File: config.mk
export PLATFORM = sky130hd
export DESIGN_NAME = risc_core_param
export DESIGN_NICKNAME = d
export VERILOG_FILES = /design/src/rtl/risc_core_param.sv
export SDC_FILE = /design/constraint.sdc
export NUM_CORES = 2
export LEC_CHECK = 0
export CAP_MARGIN = 40
export CORE_ASPECT_RATIO = 1.1
export CORE_UTILIZATION = 57
export CTS_CLUSTER_DIAMETER = 120
export DETAILED_ROUTE_END_ITERATION = 6
export DONT_BUFFER_PORTS = 1
export PLACE_DENSITY = 0.81
export SETUP_SLACK_MARGIN = 0.15
export SYNTH_ARGS = -nofsm -noshare
export SYNTH_HDL_FRONTEND = slang
export SYNTH_SLANG_ARGS = --single-unit
File: constraint.sdc
create_clock -name clk -period 14.25 [get_ports clk]
set_clock_uncertainty 0.1 [all_clocks]
set_input_delay 1.425 -clock clk [delete_from_list [all_inputs] [get_ports clk]]
set_output_delay 1.425 -clock clk [all_outputs]
set_load 0.01 [all_outputs]
File: src/rtl/risc_core_param.sv
// risc_core_param: parametrised multi-cycle two-word-instruction core with a
// unified synchronous program/data memory, a program-load port and debug
// read-out of the register file.
// Optional single-step mode: define RISC_SINGLE_STEP_EN to add the step input
// and the STALL state.
//
// state   | meaning
// --------+--------------------------------------------------------------
// IDLE    | after reset, waiting for start; program port open
// F0      | memory address = pc (opcode word read in flight)
// F1      | latch opcode word into ir; address = pc+1
// F2      | latch operand word; pc += 2
// EX      | execute; LOAD presents its address and moves on to WB
// WB      | LOAD write-back of memory data into R[rd]
// HALTED  | after HALT; program port open; start restarts from pc=0
// STALL   | single-step only: wait for step after each retire
module risc_core_param #(
  parameter int DATA_W  = 8,
  parameter int REG_CNT = 4,
  parameter int ADDR_W  = 8,
  localparam int RSEL_W = $clog2(REG_CNT)
) (
  input  logic              clk,
  input  logic              reset,
`ifdef RISC_SINGLE_STEP_EN
  input  logic              step,
`endif
  input  logic              start,
  input  logic              prog_we,
  input  logic [ADDR_W-1:0] prog_addr,
  input  logic [DATA_W-1:0] prog_wdata,
  output logic              halted,
  output logic              retire,
  output logic [ADDR_W-1:0] pc_out,
  output logic [DATA_W-1:0] ir_out,
  output logic              zero,
  output logic              carry,
  input  logic [RSEL_W-1:0] dbg_sel,
  output logic [DATA_W-1:0] dbg_data
);

  localparam logic [3:0] OP_LOAD  = 4'd0;
  localparam logic [3:0] OP_STORE = 4'd1;
  localparam logic [3:0] OP_ADDI  = 4'd2;
  localparam logic [3:0] OP_SUBI  = 4'd3;
  localparam logic [3:0] OP_LDI   = 4'd4;
  localparam logic [3:0] OP_JZ    = 4'd5;
  localparam logic [3:0] OP_JMP   = 4'd6;
  localparam logic [3:0] OP_HALT  = 4'd7;

  typedef enum logic [2:0] {
    S_IDLE   = 3'd0,
    S_F0     = 3'd1,
    S_F1     = 3'd2,
    S_F2     = 3'd3,
    S_EX     = 3'd4,
    S_WB     = 3'd5,
`ifdef RISC_SINGLE_STEP_EN
    S_HALTED = 3'd6,
    S_STALL  = 3'd7
`else
    S_HALTED = 3'd6
`endif
  } state_t;

  state_t              state, state_nx, resume_st;
  logic [ADDR_W-1:0]   pc;
  logic [DATA_W-1:0]   ir;
  logic [DATA_W-1:0]   operand;
  logic [DATA_W-1:0]   regs [REG_CNT];
  logic [DATA_W-1:0]   mem [0:(1<<ADDR_W)-1];
  logic [DATA_W-1:0]   mem_rdata;
  logic [ADDR_W-1:0]   mem_addr;
  logic [DATA_W-1:0]   mem_wdata;
  logic                mem_we;
  logic                port_open;

  logic [3:0]          opc;
  logic [RSEL_W-1:0]   rd;
  logic [DATA_W-1:0]   rd_val;
  logic [DATA_W:0]     add_res;
  logic [DATA_W:0]     sub_res;

  assign opc     = ir[DATA_W-1 -: 4];
  assign rd      = ir[RSEL_W-1:0];
  assign rd_val  = regs[rd];
  // The extra top bit is carry-out for the add and borrow for the subtract.
  assign add_res = {1'b0, rd_val} + {1'b0, operand};
  assign sub_res = {1'b0, rd_val} - {1'b0, operand};

  assign port_open = (state == S_IDLE) || (state == S_HALTED);

  assign halted   = (state == S_HALTED);
  assign pc_out   = pc;
  assign ir_out   = ir;
  assign dbg_data = regs[dbg_sel];

  // After a retire the core either continues fetching or parks in STALL.
  always_comb begin
`ifdef RISC_SINGLE_STEP_EN
    resume_st = S_STALL;
`else
    resume_st = S_F0;
`endif
  end

  // State register.
  always_ff @(posedge clk) begin
    if (reset) state <= S_IDLE;
    else       state <= state_nx;
  end

  // Next-state decode.
  always_comb begin
    state_nx = state;
    case (state)
      S_IDLE,
      S_HALTED: if (start) state_nx = S_F0;
      S_F0:     state_nx = S_F1;
      S_F1:     state_nx = S_F2;
      S_F2:     state_nx = S_EX;
      S_EX: begin
        if (opc == OP_LOAD)      state_nx = S_WB;
        else if (opc == OP_HALT) state_nx = S_HALTED;
        else                     state_nx = resume_st;
      end
      S_WB:     state_nx = resume_st;
`ifdef RISC_SINGLE_STEP_EN
      S_STALL:  if (step) state_nx = S_F0;
`endif
      default:  state_nx = S_IDLE;
    endcase
  end

  // Memory port control and retire strobe; one shared address for read and write.
  always_comb begin
    mem_addr  = pc;
    mem_wdata = prog_wdata;
    mem_we    = 1'b0;
    retire    = 1'b0;
    case (state)
      S_IDLE, S_HALTED: begin
        mem_addr = prog_addr;
        mem_we   = prog_we;
      end
      S_F0: mem_addr = pc;
      S_F1: mem_addr = pc + ADDR_W'(1);
      S_EX: begin
        mem_addr = ADDR_W'(operand);
        retire   = (opc != OP_LOAD);
        if (opc == OP_STORE) begin
          mem_wdata = rd_val;
          mem_we    = 1'b1;
        end
      end
      S_WB: retire = 1'b1;
      default: ;
    endcase
    // A write coinciding with reset is dropped.
    if (reset) mem_we = 1'b0;
  end

  // Unified memory: synchronous read, write at the edge, never cleared.
  always_ff @(posedge clk) begin
    if (mem_we) mem[mem_addr] <= mem_wdata;
    mem_rdata <= mem[mem_addr];
  end

  // Datapath: pc, instruction latches, register file and flags.
  always_ff @(posedge clk) begin
    if (reset) begin
      pc      <= '0;
      ir      <= '0;
      operand <= '0;
      zero    <= 1'b0;
      carry   <= 1'b0;
      for (int i = 0; i < REG_CNT; i++) regs[i] <= '0;
    end else begin
      case (state)
        S_IDLE, S_HALTED: begin
          if (start) pc <= '0;
        end
        S_F1: ir <= mem_rdata;
        S_F2: begin
          operand <= mem_rdata;
          pc      <= pc + ADDR_W'(2);
        end
        S_EX: begin
          case (opc)
            OP_ADDI: begin
              regs[rd] <= add_res[DATA_W-1:0];
              carry    <= add_res[DATA_W];
              zero     <= (add_res[DATA_W-1:0] == '0);
            end
            OP_SUBI: begin
              regs[rd] <= sub_res[DATA_W-1:0];
              carry    <= sub_res[DATA_W];
              zero     <= (sub_res[DATA_W-1:0] == '0);
            end
            OP_LDI: begin
              regs[rd] <= operand;
              zero     <= (operand == '0);
            end
            OP_JZ: begin
              if (rd_val == '0) pc <= ADDR_W'(operand);
            end
            OP_JMP: pc <= ADDR_W'(operand);
            default: ;
          endcase
        end
        S_WB: begin
          regs[rd] <= mem_rdata;
          zero     <= (mem_rdata == '0);
        end
        default: ;
      endcase
    end
  end

endmodule

# Word level (Yosys, flattened, before mapping)
# Memory sizes are Yosys's and may differ from the RTL's. A register that Yosys moved wholly into a read port is not among the register bits.
# Index checks and enable logic that the tools add are counted.
# W data, S select, Z words.
# word_totals
ram_bits	2080
rom_bits	0
latchBits	0
ff_bits	29
n_memories	2
# mem_list
name	depth	width	rd	rd_ports_with_merged_regs	wr	line	rtl
mem	256	8	1	1	1	71	logic [DATA_W-1:0] mem [0:(1<<ADDR_W)-1];
regs	4	8	2	1	4	70	logic [DATA_W-1:0] regs [REG_CNT];
# classes
shifts	0
n_lt_le_gt_ge	0
reduce_logical	16
bitwise	3
n_mul	0
eq_ne	17
mux	45
div_mod_pow	0
add_sub_neg	4
# op_table
op	n
$mux W8	8
$pmux W8 S3	2
$logic_not A8 Y1	5
$mux W1	22
$pmux W3 S6	1
$eq A4 B3 Y1 const B	4
$pmux W8 S2	1
$add A8 B8 Y9	1
$eq A3 B3 Y1 const B	3
$mux W3	3
$sub A8 B8 Y9	1
$add A8 B1 Y8 const B	1
$add A8 B2 Y8 const B	1
$eq A4 B2 Y1 const B	2
$pmux W1 S2	4
$reduce_or A8 Y1	1
$eq A3 B2 Y1 const B	2
$mux W2	3
$eq A4 B1 Y1 const B	1
$logic_not A4 Y1	1
$ne A4 B1 Y1 const B	1
$reduce_and A2 Y1	2
$reduce_and A4 Y1	1
$reduce_bool A2 Y1	2
10 further kinds	12

# Depth between registers and ports, before layout
# depth
ltp_word	10
mapped_depth	15
depth_no_buf	14

# Least setup slack after synthesis
# Ideal clock, no wire load.
# synth_path
kind	flip-flop to flip-flop
from	register state[2]
to	memory mem[0][1] (data pin)
arrival_ns	11.138
setup_ns	2.187
t_required_ns	11.963
path_stages_with_launch	7
path_slack_ns	0.825
cell_sequence	dfxtp_1 -> inv_1 -> buf_2 -> nor3_1 -> nand3_1 -> clkbuf_1 -> o21ai_0
# synth_via
elab_chain_len	2
# synth_lines
item	line	rtl
start: declaration	66	state_t state, state_nx, resume_st;
start signal: assignment	110	else state <= state_nx;
$eq A3 B3 Y1	141	case (state)
$mux W8	141	
via mem_wdata[1]	74	logic [DATA_W-1:0] mem_wdata;
end: declaration	71	
# The timed path passes the listed nets, and every way through them passes these cells.

# Worst setup path after layout
# layout_path
from	register state[2]
to	register mem_rdata[6] (read register of mem)
# layout_via
elab_chain_len	3
# layout_lines
item	line	rtl
$eq A3 B3 Y1 / $logic_not A3 Y1 (equally long branches)	141	
$reduce_or A2 Y1	141	
$pmux W8 S3 (*)	141	
end: declaration	72	logic [DATA_W-1:0] mem_rdata;
# Every way passes the cells marked *; elsewhere a longest branch is shown, timed or not.
# A chain may end at the register's enable or synchronous reset.

==> reports/metrics.json <==
{
  "floorplan.die_area_um2": 143000,
  "dp_hpwl_mm": 119,
  "synth.top_cell.area_share_pct": 77.5,
  "cellLeakagePower_nw": 26.6,
  "crit_required_ns": 14.86,
  "clk_pin_slew_ns": 0.07,
  "fin_crit_ns": 6.24,
  "final_antenna_net_count": 0,
  "timing.setup.critical_path_class": "register to register",
  "clock_sinks": 2119,
  "post-synth-top-count-cell": "sky130_fd_sc_hd__edfxtp_1",
  "syn_nets": 4980,
  "fin_setup_tns_ns": 0,
  "drt_wl_total_mm": 207,
  "number_of_instances_resized_during_post_cts_repair": 0,
  "hold_critical_path_depth": 2,
  "timing.max_cap.violations": 0,
  "regToRegEndpoint": "mem_rdata[6]",
  "avgSynthCellArea_um2": 16.3,
  "cts.htree.levels": 4,
  "fp.dieH_um": 396,
  "setup_violations": 0,
  "final-instance-count-excl-fill": 6839,
  "first_pass_grt_wire_length_mm": 303,
  "layout.filler_cells": 8925,
  "postSynthCellCount": 4935,
  "netlist_top_cells_area": "sky130_fd_sc_hd__edfxtp_1 (78%), sky130_fd_sc_hd__a22oi_1 (9.7%), sky130_fd_sc_hd__a21oi_1 (3.5%), sky130_fd_sc_hd__nor2_1 (1.5%), sky130_fd_sc_hd__o41ai_1 (1.4%)",
  "worst_ep_arrival_time_ns": 6.85,
  "rr_worst_depth": 12,
  "cp-start-kind": "register",
  "cp_max_fo": 47,
  "worst_pin_slew_ns": 1.10,
  "ioPinCount": 50,
  "finalHoldViolCount": 0,
  "first_pass_iters": 7,
  "synth_sequential_area_ratio_pct": 78.5,
  "cp-end-kind": "register",
  "drcViolationCount": 0,
  "post-synth-top-area-cell": "sky130_fd_sc_hd__edfxtp_1",
  "initialDrtViolationCount": 8527,
  "grt_setup_unrepaired": "no",
  "placed_cells": 6495,
  "largest_vdd_supply_drop_uv": 142,
  "asyncSetResetFlopFracSynth_pct": 0,
  "regToRegSetupSlack_ns": 8.01,
  "clk_latency_ns": 0.83,
  "core_area_um2": 140000,
  "grt_max_degree": 189,
  "layout_setup_ws_ns": 8.01,
  "initial_antenna_violation_count": 5,
  "gp_congestion": 0.926,
  "rr_startpoint": "state[2]",
  "area.growth.synth_to_final_pct": 10.3,
  "synth_enable_flop_cells": 2080,
  "yosysWarnings": 0,
  "grt.overflow.total": 0,
  "ys.flop_type": "sky130_fd_sc_hd__edfxtp_1",
  "numPortBuffers": 0,
  "post_cts_setup_buffer_count": 0,
  "timing_max_transition_violations_final": 0,
  "netlist-cell-type-count": 67,
  "hp-class": "register to register",
  "grtUsageTotal_pct": 28.5,
  "ys_ff_latch": 2119,
  "hold-worst-slack_ns": 0.425,
  "viasPerCell": 7.13,
  "part_of_the_cycle_the_worst_path_needs_pct": 43.8,
  "tritoncts": "built",
  "floorplan.initialDensity_pct": 57.5,
  "cts_max_path_buffers": 3,
  "max-slew-margin-rel_pct": 26.9,
  "worst_hold_startpoint": "ir_out[2]",
  "synth.cell_area_um2": 80600,
  "detailedPlace.worstSlack_ns": 7.79,
  "netlist_top_cells_count": "sky130_fd_sc_hd__edfxtp_1 (2080), sky130_fd_sc_hd__a22oi_1 (1038), sky130_fd_sc_hd__a21oi_1 (567), sky130_fd_sc_hd__nor2_1 (325), sky130_fd_sc_hd__clkbuf_1 (197)",
  "numCtsBuffers": 186,
  "route.vias.total": 48766,
  "nNetsFinal": 4907,
  "pwr_density_cell_nw_per_um2": 164,
  "number_of_hold_repair_buffers_added_at_the_cts_stage": 0,
  "crit_start": "state[2]",
  "floorplan.rows": 144,
  "outcome": "finished clean",
  "p_total_mw": 14.6,
  "drt-wirelength-per-cell_um": 30.3,
  "holdPathEnd": "ir_out[2]",
  "upper_clock_frequency_limit_ghz": 0.160,
  "floorplan.die.width_um": 361,
  "first_global_vias": 46622,
  "layout-drive-gt1-share_pct": 8.70,
  "cts-root-buf": "sky130_fd_sc_hd__clkbuf_16"
}
-- registers in the layout, summed over array words and instances, names as in the netlist, named ones only --
| signal | count |
|---|---|
| mem | 2048 |
| regs | 32 |
| ir_out | 8 |
| mem_rdata | 8 |
| operand | 8 |
| pc_out | 8 |
| state | 3 |
| carry | 1 |
| zero | 1 |
-- final cells by class --
cell class	count	area [um^2]	share of cell area, %
Sequential cell	2119	63200	71.1
Clock inverter	112	1310	1.47
Antenna cell	3	7.51	0.00844
Tap cell	1825	2280	2.57
Inverter	26	97.6	0.110
Timing Repair Buffer	109	1260	1.42
Clock buffer	225	4830	5.43
Multi-Input combinational cell	2420	15900	17.9
-- cells in the final DEF (no fill, tap or decap), drive strengths merged, types with 4 or more instances in the layout --
cell           Yosys  routed
a211oi            10      10
a21oi            567     567
a221oi             6       6
a22oi           1038    1038
a41oi              8       8
and2              10      10
buf              173     102
bufinv             0      25
clkbuf           197     228
clkdlybuf4s15      0       4
clkinv             0      68
clkinvlp           0      10
dfxtp             39      39
edfxtp          2080    2080
ha                21      21
inv               26      35
mux2               8       8
mux2i              8       8
mux4              16      16
nand2             82      82
nand2b            14      14
nand3             17      17
nand4             31      31
nor2             328     328
nor2b             13      13
nor3               6       6
nor4               5       5
o21ai             31      31
o21bai             8       8
o41ai            131     131
xnor2             12      12
xor2               4       4
-- worst max-delay path by stage --
stage	endpoint	slack, ns	cells after the start
2_1_floorplan	mem[0][1]	0.83	6
3_3_place_gp	mem_rdata[0]	7.43	13
3_5_place_dp	mem_rdata[5]	7.79	15
4_1_cts	mem_rdata[6]	8.27	12
5_1_grt	mem_rdata[5]	7.98	12
6_report	mem_rdata[6]	8.01	12
-- worst max-delay path, cell delays in order (launching register included) --
cell and delay [ns]:
sky130_fd_sc_hd__dfxtp_1 0.70, sky130_fd_sc_hd__nand2b_1 0.62, sky130_fd_sc_hd__a21oi_1 0.08, sky130_fd_sc_hd__o21ai_0 0.18, sky130_fd_sc_hd__o21ai_1 0.27, sky130_fd_sc_hd__nand2b_4 0.55
sky130_fd_sc_hd__buf_4 0.63, sky130_fd_sc_hd__buf_4 0.63, sky130_fd_sc_hd__a21oi_1 0.18, sky130_fd_sc_hd__o41ai_1 0.93, sky130_fd_sc_hd__a41oi_1 0.62, sky130_fd_sc_hd__a21oi_1 0.37
sky130_fd_sc_hd__nand2_1 0.11
-- kinds of logic after synthesis --
logic type	share of synthesized area (%)
buf+inv	2.09
xor+xnor	0.174
simple gates	2.78
fa+ha+maj	0.376
mux	0.658
flops	78.5
compound gates	15.4
-- per-stage QoR --
stage,util [%],cell area (um^2)
floorplan,-,80600
global placement,58.6,82100
detailed placement,59.0,82700
CTS,63.4,88900
global route,63.4,88900
finish,63.4,88900
-- where the power goes --
group	switching, mW	internal (mW)
clock	2.22	2.88
combinational	1.84	0.697
sequential	0.0495	6.87
total	4.11	10.4
-- layer usage --
metal	GRT usage (%)	wire (um)
met1	37.2	70500
met2	45.3	98000
met3	6.40	26700
met4	14.8	11800
met5	0	79
Power figures use the tool's default switching activity.
